## config.mk

```make
export PLATFORM = sky130hd
export DESIGN_NAME = pad_attr_ctrl
export DESIGN_NICKNAME = d
export VERILOG_FILES = /design/src/rtl/pad_attr_ctrl.sv
export SDC_FILE = /design/constraint.sdc
export NUM_CORES = 1
export LEC_CHECK = 0
export CAP_MARGIN = 20
export CORE_MARGIN = 1.5
export CORE_UTILIZATION = 45
export DETAILED_ROUTE_END_ITERATION = 8
export GPL_TIMING_DRIVEN = 0
export PLACE_DENSITY = 0.83
export SETUP_SLACK_MARGIN = 0.15
export SLEW_MARGIN = 30
export SYNTH_ARGS = -nofsm -noshare
export SYNTH_HDL_FRONTEND = slang
export SYNTH_SLANG_ARGS = --single-unit
```

## constraint.sdc

```tcl
create_clock -name clk_i -period 2.78 [get_ports clk_i]
set_input_delay 0.695 -clock clk_i [delete_from_list [all_inputs] [get_ports clk_i]]
set_output_delay 0.695 -clock clk_i [all_outputs]
set_load 0.005 [all_outputs]
```

## src/rtl/pad_attr_ctrl.sv

```systemverilog
// pad_attr_ctrl: freezes one pad's OE, settles, rewrites its attribute word, settles, then releases OE.
// Latency 2*SETTLE_CYCLES+3 cycles from accept to done_o; req_ready_o is low while a sequence runs, so requests are held off.
module pad_attr_ctrl #(
  parameter int unsigned NUM_PADS = 8,
  parameter int unsigned PADATTR = 16,
  parameter int unsigned SETTLE_CYCLES = 4,
  parameter logic [PADATTR-1:0] ATTR_RESET = '0,
  parameter logic [NUM_PADS-1:0] OE_RESET = '1,
  localparam int unsigned IDXW = (NUM_PADS > 1) ? $clog2(NUM_PADS) : 1
) (
  input  logic                          clk_i,
  input  logic                          rst_ni,
  input  logic                          req_valid_i,
  output logic                          req_ready_o,
  input  logic [IDXW-1:0]               req_pad_idx_i,
  input  logic [PADATTR-1:0]            req_attr_i,
  input  logic                          req_oe_i,
  input  logic [NUM_PADS-1:0]           core_oe_i,
  output logic [NUM_PADS-1:0]           pad_oe_o,
  output logic [NUM_PADS*PADATTR-1:0]   pad_attributes_o,
  output logic                          busy_o,
  output logic                          done_o,
  output logic                          err_o
);

  localparam int unsigned CW = (SETTLE_CYCLES > 0) ? $clog2(SETTLE_CYCLES + 1) : 1;
  localparam logic [CW-1:0] CNT_LOAD = CW'(SETTLE_CYCLES);
  localparam bit NO_SETTLE = (SETTLE_CYCLES == 0);
  localparam logic [IDXW:0] NUM_PADS_W = NUM_PADS[IDXW:0];

  typedef enum logic [2:0] {
    IDLE,
    PRE,
    APPLY,
    POST,
    RELEASE
  } state_t;

  state_t state_q, state_d;

  logic [PADATTR-1:0]  attr_q [NUM_PADS];
  logic [NUM_PADS-1:0] oe_allow_q;
  logic [NUM_PADS-1:0] freeze_q;
  logic [IDXW-1:0]     idx_q;
  logic [PADATTR-1:0]  attr_req_q;
  logic                oe_req_q;
  logic [CW-1:0]       cnt_q;
  logic                done_q;
  logic                err_q;

  logic idx_ok;
  logic latch_req;
  logic bad_req;
  logic cnt_load;
  logic cnt_dec;
  logic do_apply;
  logic do_release;

  assign idx_ok = ({1'b0, req_pad_idx_i} < NUM_PADS_W);

  always_comb begin
    state_d     = state_q;
    req_ready_o = 1'b0;
    latch_req   = 1'b0;
    bad_req     = 1'b0;
    cnt_load    = 1'b0;
    cnt_dec     = 1'b0;
    do_apply    = 1'b0;
    do_release  = 1'b0;
    case (state_q)
      IDLE: begin
        req_ready_o = 1'b1;
        if (req_valid_i) begin
          if (idx_ok) begin
            latch_req = 1'b1;
            cnt_load  = 1'b1;
            state_d   = NO_SETTLE ? APPLY : PRE;
          end else begin
            bad_req = 1'b1;
          end
        end
      end
      PRE: begin
        // Counter starts at SETTLE_CYCLES, so leaving at 1 gives exactly that many cycles here.
        if (cnt_q <= CW'(1)) begin
          state_d = APPLY;
        end else begin
          cnt_dec = 1'b1;
        end
      end
      APPLY: begin
        do_apply = 1'b1;
        cnt_load = 1'b1;
        state_d  = NO_SETTLE ? RELEASE : POST;
      end
      POST: begin
        if (cnt_q <= CW'(1)) begin
          state_d = RELEASE;
        end else begin
          cnt_dec = 1'b1;
        end
      end
      RELEASE: begin
        do_release = 1'b1;
        state_d    = IDLE;
      end
      default: begin
        state_d = IDLE;
      end
    endcase
  end

  always_ff @(posedge clk_i) begin
    if (!rst_ni) begin
      state_q <= IDLE;
    end else begin
      state_q <= state_d;
    end
  end

  always_ff @(posedge clk_i) begin
    if (!rst_ni) begin
      for (int i = 0; i < int'(NUM_PADS); i++) begin
        attr_q[i] <= ATTR_RESET;
      end
      oe_allow_q <= OE_RESET;
      freeze_q   <= '0;
      idx_q      <= '0;
      attr_req_q <= '0;
      oe_req_q   <= 1'b0;
      cnt_q      <= '0;
      done_q     <= 1'b0;
      err_q      <= 1'b0;
    end else begin
      done_q <= do_release;
      err_q  <= bad_req;
      if (latch_req) begin
        idx_q                   <= req_pad_idx_i;
        attr_req_q              <= req_attr_i;
        oe_req_q                <= req_oe_i;
        freeze_q[req_pad_idx_i] <= 1'b1;
      end
      if (cnt_load) begin
        cnt_q <= CNT_LOAD;
      end else if (cnt_dec) begin
        cnt_q <= cnt_q - 1'b1;
      end
      if (do_apply) begin
        attr_q[idx_q] <= attr_req_q;
      end
      if (do_release) begin
        oe_allow_q[idx_q] <= oe_req_q;
        freeze_q[idx_q]   <= 1'b0;
      end
    end
  end

  // Freeze overrides the functional enable so the pad never drives while its attributes move.
  assign pad_oe_o = core_oe_i & oe_allow_q & ~freeze_q;

  for (genvar g = 0; g < int'(NUM_PADS); g++) begin : g_attr
    assign pad_attributes_o[g*PADATTR +: PADATTR] = attr_q[g];
  end

  assign busy_o = (state_q != IDLE);
  assign done_o = done_q;
  assign err_o  = err_q;

  a_done_idle: assert property (@(posedge clk_i) disable iff (!rst_ni) done_o |-> !busy_o);
  a_err_idle:  assert property (@(posedge clk_i) disable iff (!rst_ni) err_o |-> !busy_o);
  a_one_frz:   assert property (@(posedge clk_i) disable iff (!rst_ni) $onehot0(freeze_q));

endmodule

```

==> results of run 1 <==
per-layer routing:
layer / up-vias / track usage, % / share of wire, %
li1: 2141 / - / -
met1: 2215 / 25.2 / 41
met2: 244 / 33.1 / 48
met3: 39 / 5.65 / 7.6
met4: 0 / 10.2 / 3.5
met5: - / 0 / 0
Yosys cell counts, drive strengths merged, types with 5 or more instances:
master / count
dfxtp: 43
o21ai: 15
a21boi: 21
nor3: 6
edfxtp: 128
clkbuf: 12
and3b: 7
nor2b: 5
buf: 17
nor4: 7
inv: 7
nand2b: 12
nor2: 7
and2: 128
nand2: 46
o211ai: 5
power by group through the flow:
| stage | Sequential, W | Clock, W | Combinational (W) |
|---|---|---|---|
| floorplan | 0.00296 | 0 | 0.000216 |
| finish | 0.00295 | 0.00220 | 0.000496 |
| detailed placement | 0.00301 | 0 | 0.000491 |
| global placement | 0.00300 | 0 | 0.000478 |
| CTS | 0.00295 | 0.00222 | 0.000494 |
| global route | 0.00296 | 0.00232 | 0.000537 |
state kept, by name, summed over array words and instances (netlist names):
name / count
attr_q: 128
attr_req_q: 16
freeze_q: 8
oe_allow_q: 8
cnt_q: 3
idx_q: 3
state_q: 3
done_o: 1
oe_req_q: 1
path summary, 6_finish.rpt:
path | startpoint | end | slack [ns]
worst min-delay path | freeze_q[1] | freeze_q[1] | 0.48
worst min register to register | freeze_q[1] | freeze_q[1] | 0.48
worst max-delay path | core_oe_i[1] | pad_oe_o[1] | 0.26
worst max register to register | state_q[0] | attr_q[6][12] | 0.81
layout by cell type (no fill, tap or decap), drive strengths merged, types with 7 or more instances in the layout:
| cell type | count |
|---|---|
| nand2b | 12 |
| nand2 | 46 |
| and3b | 7 |
| edfxtp | 128 |
| dfxtp | 43 |
| buf | 17 |
| clkdlybuf4s50 | 168 |
| a21boi | 21 |
| o21ai | 15 |
| and2 | 128 |
| nor2 | 7 |
| nor4 | 7 |
| clkbuf | 30 |
| inv | 11 |
layout make-up:
class | count | area, um2
clock buffer | 18 | 429
timing repair buffer | 168 | 1680
inverter | 7 | 26.3
multi-input combinational | 296 | 2010
tap | 188 | 235
buffer | 29 | 173
fill | 1083 | 5710
clock inverter | 14 | 120
sequential | 171 | 4700
per-stage QoR:
step | setup slack (ns) | util (%)
after floorplan | 0.610 | -
after global placement | -0.382 | 58.3
after detailed placement | -0.460 | 58.3
after CTS | 0.193 | 62.0
after global routing | 0.189 | 62.2
final | 0.257 | 62.2
cell families after synthesis:
family | after synthesis | share of synthesized area [%]
AND/OR/NAND/NOR | 231 | 21.9
buffers and inverters | 36 | 2.89
flip-flops | 171 | 68.3
AO/OA/AOI/OAI | 62 | 6.47
adder cells (fa/ha/maj) | 2 | 0.363
other | 1 | 0.0544
worst max-delay path: stages:
cell	delay, ns
clkdlybuf4s50_1	0.46
and3b_1	0.18
clkdlybuf4s50_1	0.50
==> metrics.txt, run 1 <==
antenna cells 0; post-CTS setup buffer count 0; CTS Buffer Depth 2; Total GRT Usage 20.4%; vias in the first global route 4,349; core area 0.0151 mm2; Sw Share 23.2%; IO Pins 171; worst vdd ir 0.426 mV; initial core utilization 45.6%; leakage dissipation 3.42 nW; RSZ-0062 raised after global routing false; Gate power share 8.8%; Mean Syn Cell Area 13.7 um2; worst-case hold slack 0.481 ns; Netlist cell types 46; Setup Crit Path Kind input port to primary output; total CTS buffers 17; sequential power share 52.3%; EDFF count, synth 128; crit path time final 2.52 ns; reg2reg path depth 4; worst path required time 2.09 ns; Critical Path Start Type input port; CTS Hold Bufs 0; YS warnings 0; area leader, netlist edfxtp_1; row count 45; setup TNS 0 ns; Worst-Skew Late Latency 0.43 ns; Synth Instances 503; Placed Area 0.00880 mm2; global-route wire length before repair 24,000 um; DR vias 4,639; CTS root buffer clkbuf_16; CTS tree yes; Final Cell Area 0.00938 mm2; max-slew violations 0; Synth area leaders edfxtp_1 (56%), dfxtp_1 (12%), and2_1 (12%), nand2_1 (2.5%), a21boi_0 (2.0%); clock skew 0.00960 ns; Placer Congestion 0.839; drt first pass iters 5; global route overflow 0; Least-Margin Pin Slew 0.775 ns; endpoints failing hold 0; flops & latches, synth 171; Routed Antenna Nets 0; drc violations 0; share of cells above drive strength 1 11.0%; clk sink count 171; largest net degree at the start of global routing 17; hold path depth 2; Synth top area share 55.8%; clock group share of total power 39.0%; final net count 723; Placed Instances 859; asr flop ratio synth 0%; P_int 0.00434 W; CTS clk-pin slew, worst paths 0.07 ns; Die Width 127 um; die footprint 0.0161 mm2; syn nets 536; P_sw 0.00131 W; total power 0.00564 W; HP Class flop to flop; critical path fanouts, max 1; final setup fails 0; routed wire length per instance 17.9 um; Pwr Density 601 mW/mm2; number of port buffers 168; CTS H-tree depth 4; slew margin rel. 48.3%; status finished, final reports clean; critical path endpoint category primary output; fin crit share 90.8%; Finished Layout Cells 891; Fmax 0.396 GHz; Via density 5.21; post-CTS sizing 2; post-synthesis sequential area ratio 68.3%; initial antenna violation count 0; DP Wirelength 11,300 um; Synth Cell Area 0.00689 mm2; maxcap violations 0; Die H 127 um; Total Wirelength 16,000 um; Main synth FF type edfxtp_1; Arr. time, crit path 1.83 ns; 1st-iter DRT viols 307; Area Growth Syn to Fin 36.2%
No activity file was read; power rests on OpenSTA's default activity.
==> inputs of run 2 (changes only) <==
--- a/config.mk
+++ b/config.mk
@@ -7,10 +7,11 @@
 export LEC_CHECK = 0
 export CAP_MARGIN = 20
 export CORE_MARGIN = 1.5
-export CORE_UTILIZATION = 45
+export CORE_UTILIZATION = 49
 export DETAILED_ROUTE_END_ITERATION = 8
 export GPL_TIMING_DRIVEN = 0
-export PLACE_DENSITY = 0.83
+export HOLD_SLACK_MARGIN = 0.1
+export PLACE_DENSITY = 0.89
 export SETUP_SLACK_MARGIN = 0.15
 export SLEW_MARGIN = 30
 export SYNTH_ARGS = -nofsm -noshare
==> run 2 against run 1 <==
Against the previous run:
- combinational power up 1%
- fmax up 0.69%
- clock skew up 0.0042 ns
- first-iteration DRC count up 34%
- count of clock-buffer cells in the layout down 1
- cell area up 0.21%
- flip-flop and latch count unchanged
- sequential power about the same
- global-route usage up 1.6 points
==> metrics.txt, run 2 (synthesis results as in run 1) <==
endpoints failing hold 0; 1st-iter DRT viols 412; Setup Crit Path Kind input port to primary output; r2r setup slk 0.77 ns; max FFs per register 128; Die Width 122 um; slew margin rel. 47.5%; routed wire length per instance 18.1 um; global-route wire length before repair 24,000 um; Finished Layout Cells 883; leakage dissipation 3.44 nW; DR vias 4,674; most common cell after layout, fill and taps aside clkdlybuf4s50_1; Worst-Skew Late Latency 0.43 ns; drc violations 0; initial core utilization 49.8%; Critical Path Start Type input port; biggest regs attr_q (128), attr_req_q (16); vias in the first global route 4,398; Routed Antenna Nets 0; row count 43; number of port buffers 168; Total Wirelength 16,000 um; worst slack, placed -0.521 ns; most frequent cells in the layout clkdlybuf4s50_1 (168), and2_1 (128), edfxtp_1 (128); maxcap violations 0; IO Pins 171; CTS root buffer clkbuf_16; HP Class flop to flop; CTS H-tree depth 4; status finished, final reports clean; CTS clk-pin slew, worst paths 0.07 ns; final core occ 68.0%; RSZ-0062 raised after global routing false; Area Growth Syn to Fin 36.5%; antenna cells 0; total CTS buffers 17; final net count 723; clk sink count 171; largest net degree at the start of global routing 19; post-CTS setup buffer count 0; most used cell, CP clkdlybuf4s50_1; Crit-path slowest cell clkdlybuf4s50_1; setup ws final 0.274 ns; critical path fanouts, max 1; critical path endpoint category primary output; core area 0.0138 mm2; setup TNS 0 ns; Arr. time, crit path 1.81 ns; drt first pass iters 6; Placer Congestion 0.847; Largest Register attr_q; Critical Path Max Stage Delay 0.50 ns; DP Wirelength 11,300 um; worst vdd ir 0.357 mV; worst path required time 2.09 ns; max-slew violations 0; global route overflow 0; die footprint 0.0148 mm2; CTS Hold Bufs 0; CTS tree yes; clock skew 0.0138 ns; crit path time final 2.51 ns; post-CTS sizing 2; Least-Margin Pin Slew 0.788 ns; CTS Buffer Depth 2; Fmax 0.399 GHz; Total GRT Usage 21.9%; final setup fails 0; share of cells above drive strength 1 11.4%; Pwr Density 608 mW/mm2; Placed Instances 851; initial antenna violation count 0; worst-path cell chain clkdlybuf4s50_1 > and3b_1 > clkdlybuf4s50_1; Die H 122 um; fin crit share 90.1%; Via density 5.29; total power 0.00572 W
run 2: changes by cell type in the layout (fill, tap and decap cells not counted), sizes merged:
cell	before	now
inv	11	14
clkinvlp	3	1
bufinv	1	0
clkbuf	30	29
clkinv	6	7
run 2: where the power goes:
part           switching (W)  internal (W)  total (W)
logic               0.000240      0.000262   0.000502
registers           0.000102       0.00284    0.00294
clock network        0.00108       0.00120    0.00227
run 2: path summary, 6_finish.rpt:
path,endpoint,start,cells after the start
setup reg to reg,attr_q[4][8],state_q[0],4
hold reg to reg,freeze_q[3],freeze_q[3],2
hold / removal,freeze_q[3],freeze_q[3],2
setup / recovery,pad_oe_o[4],core_oe_i[4],3
run 2: routing by layer:
| metal | vias up | share of wire, % | global-route usage [%] |
|---|---|---|---|
| met2 | 258 | 51 | 38.3 |
| met1 | 2248 | 41 | 27.6 |
| li1 | 2155 | - | - |
| met3 | 13 | 7.2 | 4.31 |
| met5 | - | 0 | 0 |
| met4 | 0 | 1.0 | 6.91 |
run 2: final cells by class:
type | count | area (um2)
Clock buffer | 17 | 425
Sequential cell | 171 | 4700
Timing Repair Buffer | 168 | 1680
Tap cell | 180 | 225
Buffer | 29 | 173
Inverter | 7 | 26.3
Fill cell | 880 | 4420
Clock inverter | 15 | 154
Multi-Input combinational cell | 296 | 2010
run 2: worst max-delay path, delay by kind of cell:
family / cells / cell delay, ns
buffers and inverters: 2 / 0.95
and+or+nand+nor: 1 / 0.16
run 2: metrics by stage:
step / hold slack [ns] / cell area [um2]
after global placement: 0.482 / 8790
final: 0.482 / 9400
after detailed placement: 0.475 / 8790
after global routing: 0.538 / 9400
after floorplan: 0.444 / 6890
after CTS: 0.491 / 9380
